## config.mk

```make
export PLATFORM = sky130hd
export DESIGN_NAME = poly_result_packer_flat
export DESIGN_NICKNAME = d
export VERILOG_FILES = /design/src/rtl/poly_result_packer_pkg.sv /design/src/rtl/poly_result_packer_if.sv /design/src/rtl/poly_result_packer_bit_packer.sv /design/src/rtl/poly_result_packer.sv /design/src/flat_wrapper.sv
export SDC_FILE = /design/constraint.sdc
export NUM_CORES = 1
export LEC_CHECK = 0
export BUFFER_PORTS_ARGS = -buffer_cell sky130_fd_sc_hd__buf_2
export CELL_PAD_IN_SITES_DETAIL_PLACEMENT = 0
export CELL_PAD_IN_SITES_GLOBAL_PLACEMENT = 2
export CORE_MARGIN = 2
export CORE_UTILIZATION = 39
export DETAILED_ROUTE_END_ITERATION = 8
export HOLD_SLACK_MARGIN = 0.03
export PLACE_DENSITY = 0.91
export SLEW_MARGIN = 20
export SYNTH_ARGS = -nofsm -noshare
export SYNTH_HDL_FRONTEND = slang
export SYNTH_SLANG_ARGS = --single-unit
```

## constraint.sdc

```tcl
create_clock -name clk -period 3.3 [get_ports clk]
set_clock_uncertainty 0.2 [all_clocks]
set_input_delay 0.66 -clock clk [delete_from_list [all_inputs] [get_ports clk]]
set_output_delay 0.66 -clock clk [all_outputs]
set_load 0.03 [all_outputs]
```

## src/rtl/poly_result_packer_pkg.sv

```systemverilog
// Shared constants, FSM encoding and lane-extraction helper for the
// SABER result packer.
package poly_pack_pkg;
  localparam int COEFF_W  = 13;
  localparam int LANE_W   = 16;
  localparam int N_COEFF  = 256;
  localparam int WORD_W   = 64;
  localparam int LANES    = 4;
  localparam int GROUPS   = N_COEFF / LANES;
  localparam int N_WORDS  = N_COEFF * COEFF_W / WORD_W;
  localparam int GRP_BITS = LANES * COEFF_W;           // 52 bits appended per group
  localparam int BUF_W    = 128;                       // max fill is 63 + 52 = 115
  localparam int FILL_W   = 7;
  localparam int ADDR_W   = $clog2(N_WORDS);
  localparam int GRP_W    = $clog2(GROUPS);

  typedef enum logic [1:0] {IDLE, READ, DRAIN, DONE} state_e;

  // Keep the low COEFF_W bits of each lane; lane 0 lands lowest in the stream.
  function automatic logic [GRP_BITS-1:0] pack_lanes(input logic [LANES*LANE_W-1:0] x);
    logic [GRP_BITS-1:0] r;
    r = '0;
    for (int i = 0; i < LANES; i++)
      r[i*COEFF_W +: COEFF_W] = x[i*LANE_W +: COEFF_W];
    return r;
  endfunction
endpackage

```

## src/rtl/poly_result_packer_if.sv

```systemverilog
// Handshake/data bundle between the result packer, the multiplier and the
// result BRAM. master = packer side, slave = controller/multiplier/BRAM side.
interface poly_result_packer_if;
  import poly_pack_pkg::*;
  logic                      start;
  logic                      read;
  logic [LANES*LANE_W-1:0]   coeff4x_in;
  logic                      wr_en;
  logic [ADDR_W-1:0]         wr_addr;
  logic [WORD_W-1:0]         wr_data;
  logic                      busy;
  logic                      done;
  logic [WORD_W-1:0]         csum;

  modport master (input start, coeff4x_in,
                  output read, wr_en, wr_addr, wr_data, busy, done, csum);
  modport slave  (output start, coeff4x_in,
                  input read, wr_en, wr_addr, wr_data, busy, done, csum);
endinterface

```

## src/rtl/poly_result_packer_bit_packer.sv

```systemverilog
// poly_bit_packer: 128-bit bit buffer that appends 52 bits per valid group at
// the current fill level and hands out the low 64 bits once fill reaches 64.
// Ports: clk, rst_n (async low), clear (start of a run), in_vld/in_data
// (one packed group), emit/word (combinational: a full word is ready now).
module poly_bit_packer
  import poly_pack_pkg::*;
(
  input  logic                clk,
  input  logic                rst_n,
  input  logic                clear,
  input  logic                in_vld,
  input  logic [GRP_BITS-1:0] in_data,
  output logic                emit,
  output logic [WORD_W-1:0]   word
);
  logic [BUF_W-1:0]  buf_q, merged;
  logic [FILL_W-1:0] fill_q, fill_sum;

  always_comb begin
    merged   = buf_q;
    fill_sum = fill_q;
    if (in_vld) begin
      merged   = buf_q | (BUF_W'(in_data) << fill_q);
      fill_sum = fill_q + FILL_W'(GRP_BITS);
    end
    // Fill is below 64 between groups, so this can only fire on a valid cycle.
    emit = (fill_sum >= FILL_W'(WORD_W));
    word = merged[WORD_W-1:0];
  end

  always_ff @(posedge clk or negedge rst_n) begin
    if (!rst_n) begin
      buf_q  <= '0;
      fill_q <= '0;
    end else if (clear) begin
      buf_q  <= '0;
      fill_q <= '0;
    end else if (in_vld) begin
      if (emit) begin
        buf_q  <= merged >> WORD_W;
        fill_q <= fill_sum - FILL_W'(WORD_W);
      end else begin
        buf_q  <= merged;
        fill_q <= fill_sum;
      end
    end
  end
endmodule

```

## src/rtl/poly_result_packer.sv

```systemverilog
// poly_result_packer: drains 256 13-bit coefficients from the multiplier
// (four per read), packs them densely LSB-first and writes 52 x 64-bit words
// to the result BRAM.
// Ports: clk, rst_n (async low), bus (poly_result_packer_if.master: start,
//   read, coeff4x_in, wr_en, wr_addr, wr_data, busy, done, csum).
// Parameter RD_LAT: cycles from read high to coeff4x_in valid (>=1).
// Optional: POLY_PACK_CSUM_EN builds an XOR checksum of the written words;
//   without it csum is tied to 0.
module poly_result_packer
  import poly_pack_pkg::*;
#(
  parameter int RD_LAT = 1
) (
  input logic                  clk,
  input logic                  rst_n,
  poly_result_packer_if.master bus
);
  state_e             state_q, state_d;
  logic [GRP_W-1:0]   grp_q;
  logic               read, start_acc;
  logic [RD_LAT:1]    vld_q;
  logic [RD_LAT:0]    vld_pipe;
  logic               emit;
  logic [WORD_W-1:0]  word;
  logic [ADDR_W-1:0]  addr_cnt, wr_addr_q;
  logic               wr_en_q;
  logic [WORD_W-1:0]  wr_data_q;

  assign read      = (state_q == READ);
  assign start_acc = (state_q == IDLE) && bus.start;   // start while busy is dropped
  assign vld_pipe  = {vld_q, read};

  always_comb begin
    state_d = state_q;
    case (state_q)
      IDLE:  if (bus.start) state_d = READ;
      READ:  if (grp_q == GRP_W'(GROUPS - 1)) state_d = DRAIN;
      // Nothing in flight means the final group already emitted its word;
      // that word's write strobe is on the bus this cycle.
      DRAIN: if (~|vld_q) state_d = DONE;
      DONE:  state_d = IDLE;
      default: state_d = IDLE;
    endcase
  end

  always_ff @(posedge clk or negedge rst_n) begin
    if (!rst_n) begin
      state_q <= IDLE;
      grp_q   <= '0;
      vld_q   <= '0;
    end else begin
      state_q <= state_d;
      vld_q   <= vld_pipe[RD_LAT-1:0];
      if (start_acc)    grp_q <= '0;
      else if (read)    grp_q <= grp_q + 1'b1;
    end
  end

  poly_bit_packer u_packer (
    .clk     (clk),
    .rst_n   (rst_n),
    .clear   (start_acc),
    .in_vld  (vld_pipe[RD_LAT]),
    .in_data (pack_lanes(bus.coeff4x_in)),
    .emit    (emit),
    .word    (word)
  );

  always_ff @(posedge clk or negedge rst_n) begin
    if (!rst_n) begin
      addr_cnt  <= '0;
      wr_addr_q <= '0;
      wr_en_q   <= 1'b0;
      wr_data_q <= '0;
    end else begin
      wr_en_q <= emit;
      if (start_acc) begin
        addr_cnt <= '0;
      end else if (emit) begin
        wr_data_q <= word;
        wr_addr_q <= addr_cnt;
        addr_cnt  <= addr_cnt + 1'b1;
      end
    end
  end

`ifdef POLY_PACK_CSUM_EN
  logic [WORD_W-1:0] csum_q;
  always_ff @(posedge clk or negedge rst_n) begin
    if (!rst_n)        csum_q <= '0;
    else if (start_acc) csum_q <= '0;
    else if (wr_en_q)  csum_q <= csum_q ^ wr_data_q;
  end
  assign bus.csum = csum_q;
`else
  assign bus.csum = '0;
`endif

  assign bus.read    = read;
  assign bus.busy    = (state_q != IDLE);
  assign bus.done    = (state_q == DONE);
  assign bus.wr_en   = wr_en_q;
  assign bus.wr_addr = wr_addr_q;
  assign bus.wr_data = wr_data_q;
endmodule
```

## src/flat_wrapper.sv

```systemverilog
// flat-port wrapper written by rule: the top's interface ports become plain ports
module poly_result_packer_flat import poly_pack_pkg::*;
#(
  parameter int RD_LAT = 1
)
  (clk, rst_n, bus_start, bus_coeff4x_in, bus_read, bus_wr_en, bus_wr_addr, bus_wr_data, bus_busy, bus_done, bus_csum);
  poly_result_packer_if bus_i ();
  input logic clk;
  input logic rst_n;
  input wire logic [$bits(bus_i.start)-1:0] bus_start;
  input wire logic [$bits(bus_i.coeff4x_in)-1:0] bus_coeff4x_in;
  output wire logic [$bits(bus_i.read)-1:0] bus_read;
  output wire logic [$bits(bus_i.wr_en)-1:0] bus_wr_en;
  output wire logic [$bits(bus_i.wr_addr)-1:0] bus_wr_addr;
  output wire logic [$bits(bus_i.wr_data)-1:0] bus_wr_data;
  output wire logic [$bits(bus_i.busy)-1:0] bus_busy;
  output wire logic [$bits(bus_i.done)-1:0] bus_done;
  output wire logic [$bits(bus_i.csum)-1:0] bus_csum;
  assign bus_i.start = bus_start;
  assign bus_i.coeff4x_in = bus_coeff4x_in;
  assign bus_read = bus_i.read;
  assign bus_wr_en = bus_i.wr_en;
  assign bus_wr_addr = bus_i.wr_addr;
  assign bus_wr_data = bus_i.wr_data;
  assign bus_busy = bus_i.busy;
  assign bus_done = bus_i.done;
  assign bus_csum = bus_i.csum;
  poly_result_packer #(.RD_LAT(RD_LAT)) u_core (.clk(clk), .rst_n(rst_n), .bus(bus_i));
endmodule
```

==> metrics.csv <==
metric,value,unit
route.detailed.drc,0,
regArea,5490,sq um
grt_usage,26.1,%
numCtsBuffers,25,
worstPathCellList,ha_1 > o31ai_1 > xnor2_2 > nand2_4 > a2111oi_0 > buf_4 > nor2_1,
synth-edff-count,0,
core,33700,sq um
area_growth,14.8,%
fmax,331,MHz
power.density_cell_area,1030,nW/um^2
drtPass1Iterations,5,
reg2reg_slack,0.28,ns
worst_r2r_endpoint,u_core.bus.wr_data[35],
leakage,0.00679,uW
rr_worst_depth,7,
die_area,36000,sq um
wirelength,47.2,mm
fin_setup_tns,0,ns
critPathKind,reg2reg,
drtIter0Drc,1301,
hold_class,reg2reg,
yosysUniqueCellTypes,78,
worstSetupStartpointType,flop,
status,"complete, no violations",
ys_ff_latch,219,
tightest_slew,0.934,ns
antenna_found_initial,1,
dpl_cell_area,14500,sq um
cp_data_required_time,3.51,ns
cp_data_arrival_time,3.23,ns
crit_fanout,25,
whs,0.272,ns
syn_inst,1366,
setup_violations,0,
wl_per_cell,24.1,um
hold_end,u_core.bus.wr_data[20],
port_buffers,128,
timing.final.crit_period,3.02,ns
rsz0062_at_grt,no,
synth_area_per_cell,9.84,sq um
die_w,190,um
ios,205,
rows,67,
endpoint_kind,flop,
hold_violations,0,
worst_path_max_delay_cell,a2111oi_0,
clk_path_buf_depth,3,
antenna_left,0,
dp_hpwl,34.6,mm
via_count,11774,
initial_core_util,39.9,%
hold_start,u_core.bus.wr_data[20],
clk_pin_slew,0.06,ns
grt_max_degree,89,
clock_latency,0.53,ns
layout.nets,1568,
post-place-ws,0.236,ns
postSynth.asyncResetShare,100,%
htree_levels,1,
grt_pass1_vias,11316,
finalWorstSetupSlack,0.279,ns
dp_cells,1913,
ys_seq_area_share,40.8,%
ys_warn_count,0,
globalRouteOverflowTotal,0,
ctsRootBufferMaster,clkbuf_16,
vias_per_cell,6.01,
syn-cell-area,13400,sq um
globalplace.congestion,0.969,
drive_above_1_share,23.8,%
cts_tree,built,
report.final.slew_viol_count,0,
slew_headroom,37.5,%
cts.sinks,219,
reg2reg_from,u_core.u_packer.fill_q[3],
die_h,190,um
maxCapViolCount,0,
multi_input_area,7140,sq um
synth_ff_type,dfrtp_1,
final_cells,1959,
fin_crit_sh,91.5,%
postLayoutCellArea,15400,sq um
grt_first_pass_wirelength,71.7,mm
ir_drop,0.494,mV
min_path_cells,2,
fillers,3311,
max_stage_delay,0.65,ns
## worst max-delay path, delay by kind of cell, from the launching register on
kind,cells,cell delay (ns)
AOI/OAI and AO/OA,2,1.02
xor gates and xnor gates,1,0.20
adders and majority gates,1,0.39
buffers and inverters,1,0.22
DFF,1,0.62
and+or+nand+nor,2,0.23
## sequential cells by signal, summed over array words and instances (netlist names)
| signal | cells |
|---|---|
| u_core.bus.wr_addr | 6 |
| u_core.state_q | 2 |
| u_core.u_packer.fill_q | 5 |
| u_core.u_packer.buf_q | 128 |
| u_core.vld_q | 1 |
| u_core.grp_q | 6 |
| u_core.bus.wr_data | 64 |
| u_core.addr_cnt | 6 |
| u_core.bus.wr_en | 1 |
## worst max path at each step
| stage | endpoint | cells after the start | from |
|---|---|---|---|
| after global placement | u_core.bus.wr_data[35] | 7 | u_core.u_packer.fill_q[3] |
| after floorplan | u_core.bus.wr_data[56] | 5 | bus_coeff4x_in[0] |
| after CTS | u_core.bus.wr_data[35] | 7 | u_core.u_packer.fill_q[3] |
| after global routing | u_core.bus.wr_data[35] | 7 | u_core.u_packer.fill_q[3] |
| after detailed placement | u_core.bus.wr_data[35] | 7 | u_core.u_packer.fill_q[3] |
| final | u_core.bus.wr_data[35] | 7 | u_core.u_packer.fill_q[3] |
## routing by layer
layer  track usage, %  up-vias  routed length [um]
met4             7.81        0                1270
met2             39.5      649               20800
met3             4.70       82                4430
met1             38.2     5825               20600
met5                0        -                   0
li1                 -     5218                   -
## kinds of logic (layout without fill, tap and decap cells)
family / Yosys count / count (layout) / share of synthesized area (%)
muxes: 142 / 142 / 15.8
adders and majority gates: 8 / 8 / 0.745
other: 1 / 65 / 0.0279
and+or+nand+nor: 362 / 362 / 12.2
xor gates and xnor gates: 12 / 12 / 0.838
DFF: 219 / 219 / 40.8
AOI/OAI and AO/OA: 439 / 439 / 21.5
buffers and inverters: 183 / 264 / 8.13
## metrics by stage
stage	total power, uW	util [%]
finish	15900	45.8
floorplan	9870	-
CTS	15900	45.8
detailed placement	12800	43.2
global route	16800	45.8
global placement	12700	43.2
## cells in the final DEF (no fill, tap or decap), drive strengths merged, types with 30 or more instances in the layout
| cell | instances |
|---|---|
| mux2i | 51 |
| a211oi | 38 |
| nand2 | 167 |
| nor2 | 97 |
| o21ai | 117 |
| buf | 210 |
| clkbuf | 30 |
| mux2 | 41 |
| dfrtp | 219 |
| a21oi | 102 |
| mux4 | 50 |
| conb | 64 |
## cell usage after synthesis, drive strengths merged, types with 3 or more instances
cell / count / area, sq um
dfrtp: 219 / 5480
nand2: 167 / 627
buf: 129 / 891
o21ai: 117 / 586
a21oi: 102 / 510
nor2: 97 / 382
mux2i: 51 / 510
mux4: 50 / 1140
clkbuf: 45 / 169
mux2: 41 / 465
a211oi: 38 / 300
a31oi: 22 / 138
a221oi: 19 / 166
nand3: 17 / 85.1
o211ai: 16 / 120
a221o: 14 / 140
nor3: 14 / 70.1
o221ai: 14 / 123
a32oi: 12 / 105
and2: 12 / 77.6
nand3b: 12 / 90.1
o21a: 12 / 90.1
a21o: 9 / 67.6
a22o: 9 / 78.8
inv: 9 / 33.8
a22oi: 8 / 60.1
ha: 8 / 100
nand2b: 8 / 50.1
nor2b: 8 / 50.1
nor3b: 8 / 65.1
o22ai: 8 / 50.1
xor2: 7 / 61.3
a2111oi: 6 / 58.8
o2bb2ai: 6 / 58.8
and3: 5 / 31.3
xnor2: 5 / 51.3
nand4: 4 / 25.0
a2bb2oi: 3 / 26.3
o21bai: 3 / 22.5
o31ai: 3 / 22.5
## power breakdown
| part | internal [uW] | switching [uW] | leakage [uW] |
|---|---|---|---|
| sequential | 3440 | 575 | 0.00292 |
| clock | 1880 | 1160 | 0.000432 |
| combinational | 3090 | 5780 | 0.00344 |
| total | 8410 | 7520 | 0.00679 |
## layout make-up
| type | instances | area share, % |
|---|---|---|
| inverter | 9 | 0.219 |
| sequential | 219 | 35.6 |
| clock inverter | 14 | 1.44 |
| antenna | 1 | 0.0162 |
| clock buffer | 30 | 4.24 |
| multi-input combinational | 1027 | 46.2 |
| tap | 448 | 3.63 |
| timing repair buffer | 211 | 8.67 |
## what timing repair did
item | 4_1_cts | 5_1_grt
setup endpoints to repair | 0 | 0
setup buffers | 0 | 0
resized for setup | 0 | 0
hold buffers | 1 | 0
hold endpoints to repair | 61 | 0
Power figures use the tool's default switching activity.
